[config.mk]
export PLATFORM = sky130hd
export DESIGN_NAME = rt_auto_subject
export DESIGN_NICKNAME = d
export VERILOG_FILES = /design/src/rtl/rt_pkg.sv /design/src/rtl/bcd_counter4.sv /design/src/rtl/rt_auto_subject.sv
export SDC_FILE = /design/constraint.sdc
export NUM_CORES = 1
export LEC_CHECK = 0
export ABC_CLOCK_PERIOD_IN_PS = 7500
export CAP_MARGIN = 25
export CORE_ASPECT_RATIO = 0.8
export CORE_MARGIN = 5
export CORE_UTILIZATION = 30
export CTS_CLUSTER_SIZE = 28
export DETAILED_ROUTE_END_ITERATION = 8
export GPL_ROUTABILITY_DRIVEN = 0
export PLACE_DENSITY = 0.46
export SLEW_MARGIN = 10
export SYNTH_ARGS = -nofsm -noshare
export SYNTH_HDL_FRONTEND = slang
export SYNTH_SLANG_ARGS = --single-unit
[constraint.sdc]
create_clock -name clk -period 7.5 [get_ports clk]
set_clock_uncertainty 0.1 [all_clocks]
set_input_delay 1.125 -clock clk [delete_from_list [all_inputs] [get_ports clk]]
set_output_delay 1.125 -clock clk [all_outputs]
set_load 0.1 [all_outputs]
[src/rtl/rt_pkg.sv]
// Shared constants and state encoding for the reaction-timer self-test partner.
package rt_pkg;

  localparam int BCD_MAX        = 9999;
  localparam int PRESS_MS_DEF   = 20;
  localparam int TIMEOUT_MS_DEF = 5000;

  typedef enum logic [4:0] {
    S_IDLE  = 5'b00001,
    S_START = 5'b00010,
    S_WAIT  = 5'b00100,
    S_DELAY = 5'b01000,
    S_RESP  = 5'b10000
  } rt_state_e;

  function automatic int max3(input int a, input int b, input int c);
    int m;
    m = (a > b) ? a : b;
    return (m > c) ? m : c;
  endfunction

endpackage

[src/rtl/bcd_counter4.sv]
// Four-digit BCD up-counter with ripple carry and hold at 9999.
module bcd_counter4 (
  input  logic        clk,
  input  logic        reset,
  input  logic        clr,
  input  logic        inc,
  output logic        sat,
  output logic [15:0] bcd
);

  logic [15:0] bcd_q, bcd_d;
  logic        carry;

  assign sat = (bcd_q == 16'h9999);
  assign bcd = bcd_q;

  always_comb begin
    bcd_d = bcd_q;
    carry = 1'b1;
    if (clr) begin
      bcd_d = 16'h0000;
    end else if (inc && !sat) begin
      for (int i = 0; i < 4; i++) begin
        if (carry) begin
          if (bcd_q[4*i +: 4] == 4'd9) begin
            bcd_d[4*i +: 4] = 4'd0;
          end else begin
            bcd_d[4*i +: 4] = bcd_q[4*i +: 4] + 4'd1;
            carry = 1'b0;
          end
        end
      end
    end
  end

  always_ff @(posedge clk) begin
    if (reset) bcd_q <= 16'h0000;
    else       bcd_q <= bcd_d;
  end

endmodule

[src/rtl/rt_auto_subject.sv]
// Emulated test subject: presses start, waits for the stimulus, holds off the
// programmed delay, presses response, and reports the applied delay in BCD.
module rt_auto_subject
  import rt_pkg::*;
#(
  parameter int PRESS_MS   = PRESS_MS_DEF,
  parameter int TIMEOUT_MS = TIMEOUT_MS_DEF,
  parameter int DELAY_W    = 14
) (
  input  logic               clk,
  input  logic               reset,
  input  logic               tick_1ms,
  input  logic               go,
  input  logic [DELAY_W-1:0] delay_ms,
  input  logic               stimulus,
  output logic               start_btn,
  output logic               response_btn,
  output logic               busy,
  output logic               done,
  output logic               timeout_err,
  output logic [15:0]        expected_bcd
);

  localparam int CNT_W = max3($clog2(PRESS_MS + 1), $clog2(TIMEOUT_MS + 1), DELAY_W);
  localparam logic [CNT_W-1:0]   PRESS_LAST = CNT_W'(PRESS_MS - 1);
  localparam logic [CNT_W-1:0]   TMO_LAST   = CNT_W'(TIMEOUT_MS - 1);
  localparam logic [DELAY_W-1:0] DLY_MAX    = DELAY_W'(BCD_MAX);

  rt_state_e          state_q, state_d;
  logic [CNT_W-1:0]   cnt_q, cnt_d, cnt_inc;
  logic [DELAY_W-1:0] delay_q, delay_d;
  logic               stim_prev_q;
  logic               start_q, start_d, resp_q, resp_d, busy_q, busy_d;
  logic               done_q, done_d, err_q, err_d;
  logic [15:0]        exp_q, exp_d;
  logic               bcd_clr, bcd_inc, bcd_sat;
  logic [15:0]        bcd_val;
  logic               stim_rise;

  assign stim_rise = stimulus && !stim_prev_q;
  assign cnt_inc   = cnt_q + CNT_W'(1);

  bcd_counter4 u_bcd (
    .clk   (clk),
    .reset (reset),
    .clr   (bcd_clr),
    .inc   (bcd_inc),
    .sat   (bcd_sat),
    .bcd   (bcd_val)
  );

  always_comb begin
    state_d = state_q;
    cnt_d   = cnt_q;
    delay_d = delay_q;
    exp_d   = exp_q;
    done_d  = 1'b0;
    err_d   = 1'b0;
    bcd_clr = 1'b0;
    bcd_inc = 1'b0;
    case (state_q)
      S_IDLE: if (go) begin
        state_d = S_START;
        delay_d = (delay_ms > DLY_MAX) ? DLY_MAX : delay_ms;
        cnt_d   = '0;
        bcd_clr = 1'b1;
      end
      S_START: if (tick_1ms) begin
        if (cnt_q == PRESS_LAST) begin
          state_d = S_WAIT;
          cnt_d   = '0;
        end else cnt_d = cnt_inc;
      end
      S_WAIT: begin
        // A zero delay skips DELAY so the response lands one clock after the edge.
        if (stim_rise) begin
          cnt_d   = '0;
          state_d = (delay_q == '0) ? S_RESP : S_DELAY;
        end else if (tick_1ms) begin
          if (cnt_q == TMO_LAST) begin
            state_d = S_IDLE;
            err_d   = 1'b1;
          end else cnt_d = cnt_inc;
        end
      end
      S_DELAY: begin
        if (!stimulus) begin
          state_d = S_IDLE;
          err_d   = 1'b1;
        end else if (tick_1ms) begin
          cnt_d   = cnt_inc;
          bcd_inc = !bcd_sat;
          if (cnt_inc == CNT_W'(delay_q)) begin
            state_d = S_RESP;
            cnt_d   = '0;
          end
        end
      end
      S_RESP: if (tick_1ms) begin
        if (cnt_q == PRESS_LAST) begin
          state_d = S_IDLE;
          done_d  = 1'b1;
          exp_d   = bcd_val;
        end else cnt_d = cnt_inc;
      end
      default: state_d = S_IDLE;
    endcase
    start_d = (state_d == S_START);
    resp_d  = (state_d == S_RESP);
    busy_d  = (state_d != S_IDLE);
  end

  always_ff @(posedge clk) begin
    if (reset) begin
      state_q     <= S_IDLE;
      cnt_q       <= '0;
      delay_q     <= '0;
      stim_prev_q <= 1'b0;
      start_q     <= 1'b0;
      resp_q      <= 1'b0;
      busy_q      <= 1'b0;
      done_q      <= 1'b0;
      err_q       <= 1'b0;
      exp_q       <= 16'h0000;
    end else begin
      state_q     <= state_d;
      cnt_q       <= cnt_d;
      delay_q     <= delay_d;
      stim_prev_q <= stimulus;
      start_q     <= start_d;
      resp_q      <= resp_d;
      busy_q      <= busy_d;
      done_q      <= done_d;
      err_q       <= err_d;
      exp_q       <= exp_d;
    end
  end

  assign start_btn    = start_q;
  assign response_btn = resp_q;
  assign busy         = busy_q;
  assign done         = done_q;
  assign timeout_err  = err_q;
  assign expected_bcd = exp_q;

endmodule

## After elaboration in Yosys (flattened, before gate mapping)

Index checks and enable logic that the tools add are counted.
Widths: inputs -> output; s select.

| operators by class | value |
|---|---|
| $lt $le $gt $ge | 1 |
| equality and inequality tests | 24 |
| bitwise operators | 2 |
| multiplexer cells | 52 |
| reductions and logical operators | 14 |
| add/subtract/negate cells | 5 |

Operator list:

| operator | count |
|---|---|
| $mux 14 | 12 |
| $pmux 14 s5 | 1 |
| $mux 5 | 12 |
| $pmux 5 s5 | 1 |
| $mux 1 | 21 |
| $add 4x1->4 const B | 4 |
| $eq 16x16->1 const B | 1 |
| $eq 4x4->1 const B | 4 |
| $mux 4 | 4 |
| $add 14x1->14 const B | 1 |
| $eq 14x13->1 const B | 1 |
| $eq 14x14->1 | 1 |
| $eq 14x5->1 const B | 1 |
| $gt 14x14->1 const B | 1 |
| $logic_not 14->1 | 1 |
| $ne 2x2->1 const B | 6 |
| $eq 5x2->1 const B | 2 |
| $eq 5x5->1 const B | 2 |
| $reduce_and 9->1 | 1 |
| $reduce_and 2->1 | 4 |
| $ne 3x3->1 const B | 2 |
| $eq 5x1->1 const B | 1 |
| $eq 5x3->1 const B | 1 |
| $eq 5x4->1 const B | 1 |
| 9 further kinds | 12 |

| word-level totals | value |
|---|---|
| bits in registers | 71 |
| output and inout port bits | 21 |
| word-level logic and storage cells | 112 |
| bits of input ports | 19 |

## Depth between registers and ports, before layout

| logic depth | value |
|---|---|
| depth in word-level cells | 15 |
| gate-level depth with buffers | 12 |
| depth with buffers taken out | 9 |

## Modules after synthesis

A second synthesis with hierarchy kept.

| second synthesis, totals | value |
|---|---|
| cell total of the unflattened synthesis | 452 |
| area, all modules | 3652.3 µm² |

By module, submodules not included:

| module | times used | sequential area each (µm²) | cells each | area each (µm²) |
|---|---|---|---|---|
| rt_auto_subject | 1 | 1101.1 | 351 | 2790.2 |
| bcd_counter4 | 1 | 320.3 | 101 | 862.1 |

## Worst setup path after synthesis

Ideal clock, no wire load.

| timing path | value |
|---|---|
| path kind | input-to-reg |
| start | in stimulus |
| end | reg u_bcd.bcd_q[9] (netlist: u_bcd.bcd[9]) |
| path buffers | 1 |
| library setup time | 0.070 ns |
| arrival time | 2.771 ns |
| path slack | 4.559 ns |
| required time | 7.330 ns |
| cell stages on the path | 9 |
| cells stage by stage | nand2b_1 and3_1 a2bb2o_2 nor4_2 nor2b_1 buf_4 nand2_1 or3_1 a21oi_1 |

| between the ends | value |
|---|---|
| word-level cells in the longest chain between the ends | 4 |

Ends and longest elaborated chain:

| item | line | text |
|---|---|---|
| start, declared | rt_auto_subject.sv:15 | `input logic stimulus,` |
| $mux 1 | rt_auto_subject.sv:87 | `if (!stimulus) begin` |
| $mux 1 | rt_auto_subject.sv:61 | `case (state_q)` |
| $logic_and 1x1->1 | bcd_counter4.sv:22 | `end else if (inc && !sat) begin` |
| $reduce_and 2->1 (no line) | -- |  |
| end signal, assigned | bcd_counter4.sv:37 | `if (reset) bcd_q <= 16'h0000;` |
| end signal, assigned | bcd_counter4.sv:38 | `else bcd_q <= bcd_d;` |
| end, declared | bcd_counter4.sv:11 | `logic [15:0] bcd_q, bcd_d;` |

Every way passes these cells.
A chain may end at the register's enable or synchronous reset.

## Worst setup path in the final report

Ends and elaborated chain as after synthesis.

==> results.ini <==
[floorplan]
core_area_um2 = 12200
initial_utilization_pct = 30.7
die_y_um = 110
die-area_um2 = 14800
io_pins = 40
fp.dieW_um = 135
row_count = 36

[worst_setup_path]
crit_type = in2reg
required_ns = 7.65
cp.arrival_ns = 3.93
cpPeakStageDelay_ns = 0.64
end_kind = flip-flop
r2r-start = cnt_q[0]$_SDFFE_PP0P_
r2r_cells = 10
r2r_slack_ns = 3.98
startpoint_type = primary input
reg2reg_to = cnt_q[2]$_SDFFE_PP0P_
slowest_stage = nor2b_1
critPathMaxFanout = 10
crit_chain = clkdlybuf4s50_1, nand2b_1, and3_1, a2bb2o_2, nor4_2, nor2b_1, nand2_1, or3_1, a21oi_1

[sta]
worst_slew_pin_slew_ns = 0.973
fin_crit_sh_pct = 50.3
final_max_slew_viol_count = 0
rsz0062_at_grt = false
min_period_ns = 3.77
max_freq_mhz = 265
hold_viol_final = 0
maxSlewHeadroom_pct = 34.9
setup_viol = 0
tns_ns = 0
hold_ws_ns = 0.394

[clock_network]
cts_made_buffers = 9
post_cts_buffers = 0
clk_pin_slew_ns = 0.06
clock_latency_ns = 0.33
cts_num_sinks = 71
cts-resized-gates = 0
cts_hold_buffers = 0
clk_path_buf_depth = 2
htreeDepth = 3
cts_tree = built
clock-root-buffer = clkbuf_16

[placement]
place_hpwl_mm = 6.99
dp_cells = 629
io_buffer_count = 39

[routing]
wirelength_mm = 9.63
drc = 0
via_count = 3195
ant_nets = 0
drtIter0Drc = 187
firstDrtPassIters = 4
wl_per_cell_um = 14.9
avgViaCountPerCell = 4.95

[global_routing]
grt_pass1_vias = 3019
grt_pass1_wl_mm = 15.9
grt-ovfl-total = 0
grt_max_degree = 47
grtUsageTotal_pct = 13.6
grt_antenna_before_repair = 0

[logic_synthesis]
syn_inst = 445
yosys-top-cells-area = dfxtp_1, nor2_1, mux2i_1, xnor2_1, a21oi_1
synth_top_area_share_pct = 38.0
synth_async_sr_flop_share_pct = 0
synth_top_area_cell = dfxtp_1
synth_ff_type = dfxtp_1
seq_area_frac_synth_pct = 38.0
synth_warnings = 0
synth_commonest_cells = dfxtp_1, nor2_1, nand2_1, a21oi_1, mux2i_1
synth_area_per_cell_um2 = 8.41
synth_edf_count = 0
yosysMostFrequentCell = dfxtp_1
synth_cell_types = 62
synth_seq_cells = 71
synth_area_um2 = 3740
syn_nets = 465

[worst_hold_path]
min_from = expected_bcd[4]$_SDFFE_PP0P_
hold_end = expected_bcd[4]$_SDFFE_PP0P_
min_path_type = reg2reg
hold_depth = 2

[run_status]
outcome = complete, no violations

[cells_and_area]
nets = 490
drive_gt1_share_pct = 7.38
layout.cells.non_filler = 645
area_growth_pct = 21.2
diodes = 0

[power_and_ir_drop]
p_leak_nw = 1.69
vdd_drop_max_uv = 118
p_per_area_nw_per_um2 = 200

[flow_run]
maxCapViolCount = 0

==> cell type report <==
class                      instances  area, um2
timing repair buffer              42        420
fill                            1284       7670
tap                              171        214
clock buffer                      12        256
sequential                        71       1420
clock inverter                     3       42.5
inverter                           8       30.0
multi-input combinational        338       2150
==> placed cells by master (no fill, tap or decap), types with 4 or more instances in the layout <==
cell	netlist	final
nand3b_1	8	8
o21ai_0	6	6
nand3_1	12	12
nor2_1	68	68
mux2i_1	18	18
clkbuf_16	0	9
a22o_1	6	6
a31oi_1	11	11
nand2_1	31	31
dfxtp_1	71	71
clkdlybuf4s50_1	0	39
nand2b_1	8	8
nand4_1	7	7
and4_1	4	4
a21oi_1	26	26
nor3_1	15	15
nor4_1	10	10
or3_1	4	4
and3_1	5	5
inv_1	8	8
nor2b_1	12	12
xnor2_1	17	17
xor2_1	12	12
==> critical path: cells and delay by family <==
| kind | cells | cell delay, ns |
|---|---|---|
| and+or+nand+nor | 6 | 1.81 |
| buffers and inverters | 1 | 0.58 |
| AOI/OAI and AO/OA | 2 | 0.40 |
==> per-stage QoR <==
step	setup WS (ns)	instance area (um2)	total power, mW	utilization (%)
3_5_place_dp	3.40	4220	0.483	34.6
2_1_floorplan	4.56	3740	0.456	-
3_3_place_gp	3.26	4220	0.482	34.5
5_1_grt	3.42	4540	0.944	37.2
6_report	3.73	4540	0.906	37.2
4_1_cts	3.73	4520	0.919	37.1
==> registers in the layout, indices dropped and copies added (netlist names) <==
name,flops
done,1
timeout_err,1
response_btn,1
state_q,5
cnt_q,14
delay_q,14
stim_prev_q,1
u_bcd.bcd,16
start_btn,1
expected_bcd,16
busy,1
==> cells by family (layout without fill, tap and decap cells) <==
kind of cell | count (synthesis) | after routing | share of synthesized area [%]
compound gates | 78 | 78 | 13.9
mux | 20 | 20 | 5.41
xor+xnor | 29 | 29 | 6.78
fa+ha+maj | 1 | 1 | 0.334
buf+inv | 36 | 65 | 4.51
flops | 71 | 71 | 38.0
simple gates | 210 | 210 | 31.1
==> routing by layer <==
metal / global-route usage, % / part of all wire, % / vias to the layer above
li1: - / - / 1642
met1: 20.2 / 54 / 1463
met2: 19.1 / 40 / 81
met3: 3.16 / 4.9 / 9
met4: 4.58 / 1.2 / 0
met5: 0 / 0 / -
==> power breakdown <==
group          leakage, nW  switching, mW  internal (mW)  total [mW]
combinational        0.971         0.0450         0.0323      0.0773
sequential           0.575         0.0112          0.385       0.397
clock                0.145          0.159          0.273       0.432
total                 1.69          0.215          0.691       0.906
==> worst max path at each step <==
stage,startpoint,to,depth (start not counted)
5_1_grt,stimulus,u_bcd.bcd[9]$_SDFFE_PP0P_,9
2_1_floorplan,stimulus,u_bcd.bcd[9]$_SDFFE_PP0P_,9
6_report,stimulus,u_bcd.bcd[9]$_SDFFE_PP0P_,9
4_1_cts,stimulus,u_bcd.bcd[9]$_SDFFE_PP0P_,9
3_5_place_dp,stimulus,u_bcd.bcd[9]$_SDFFE_PP0P_,9
3_3_place_gp,stimulus,cnt_q[13]$_SDFFE_PP0P_,9
No activity file was read; power rests on OpenSTA's default activity.
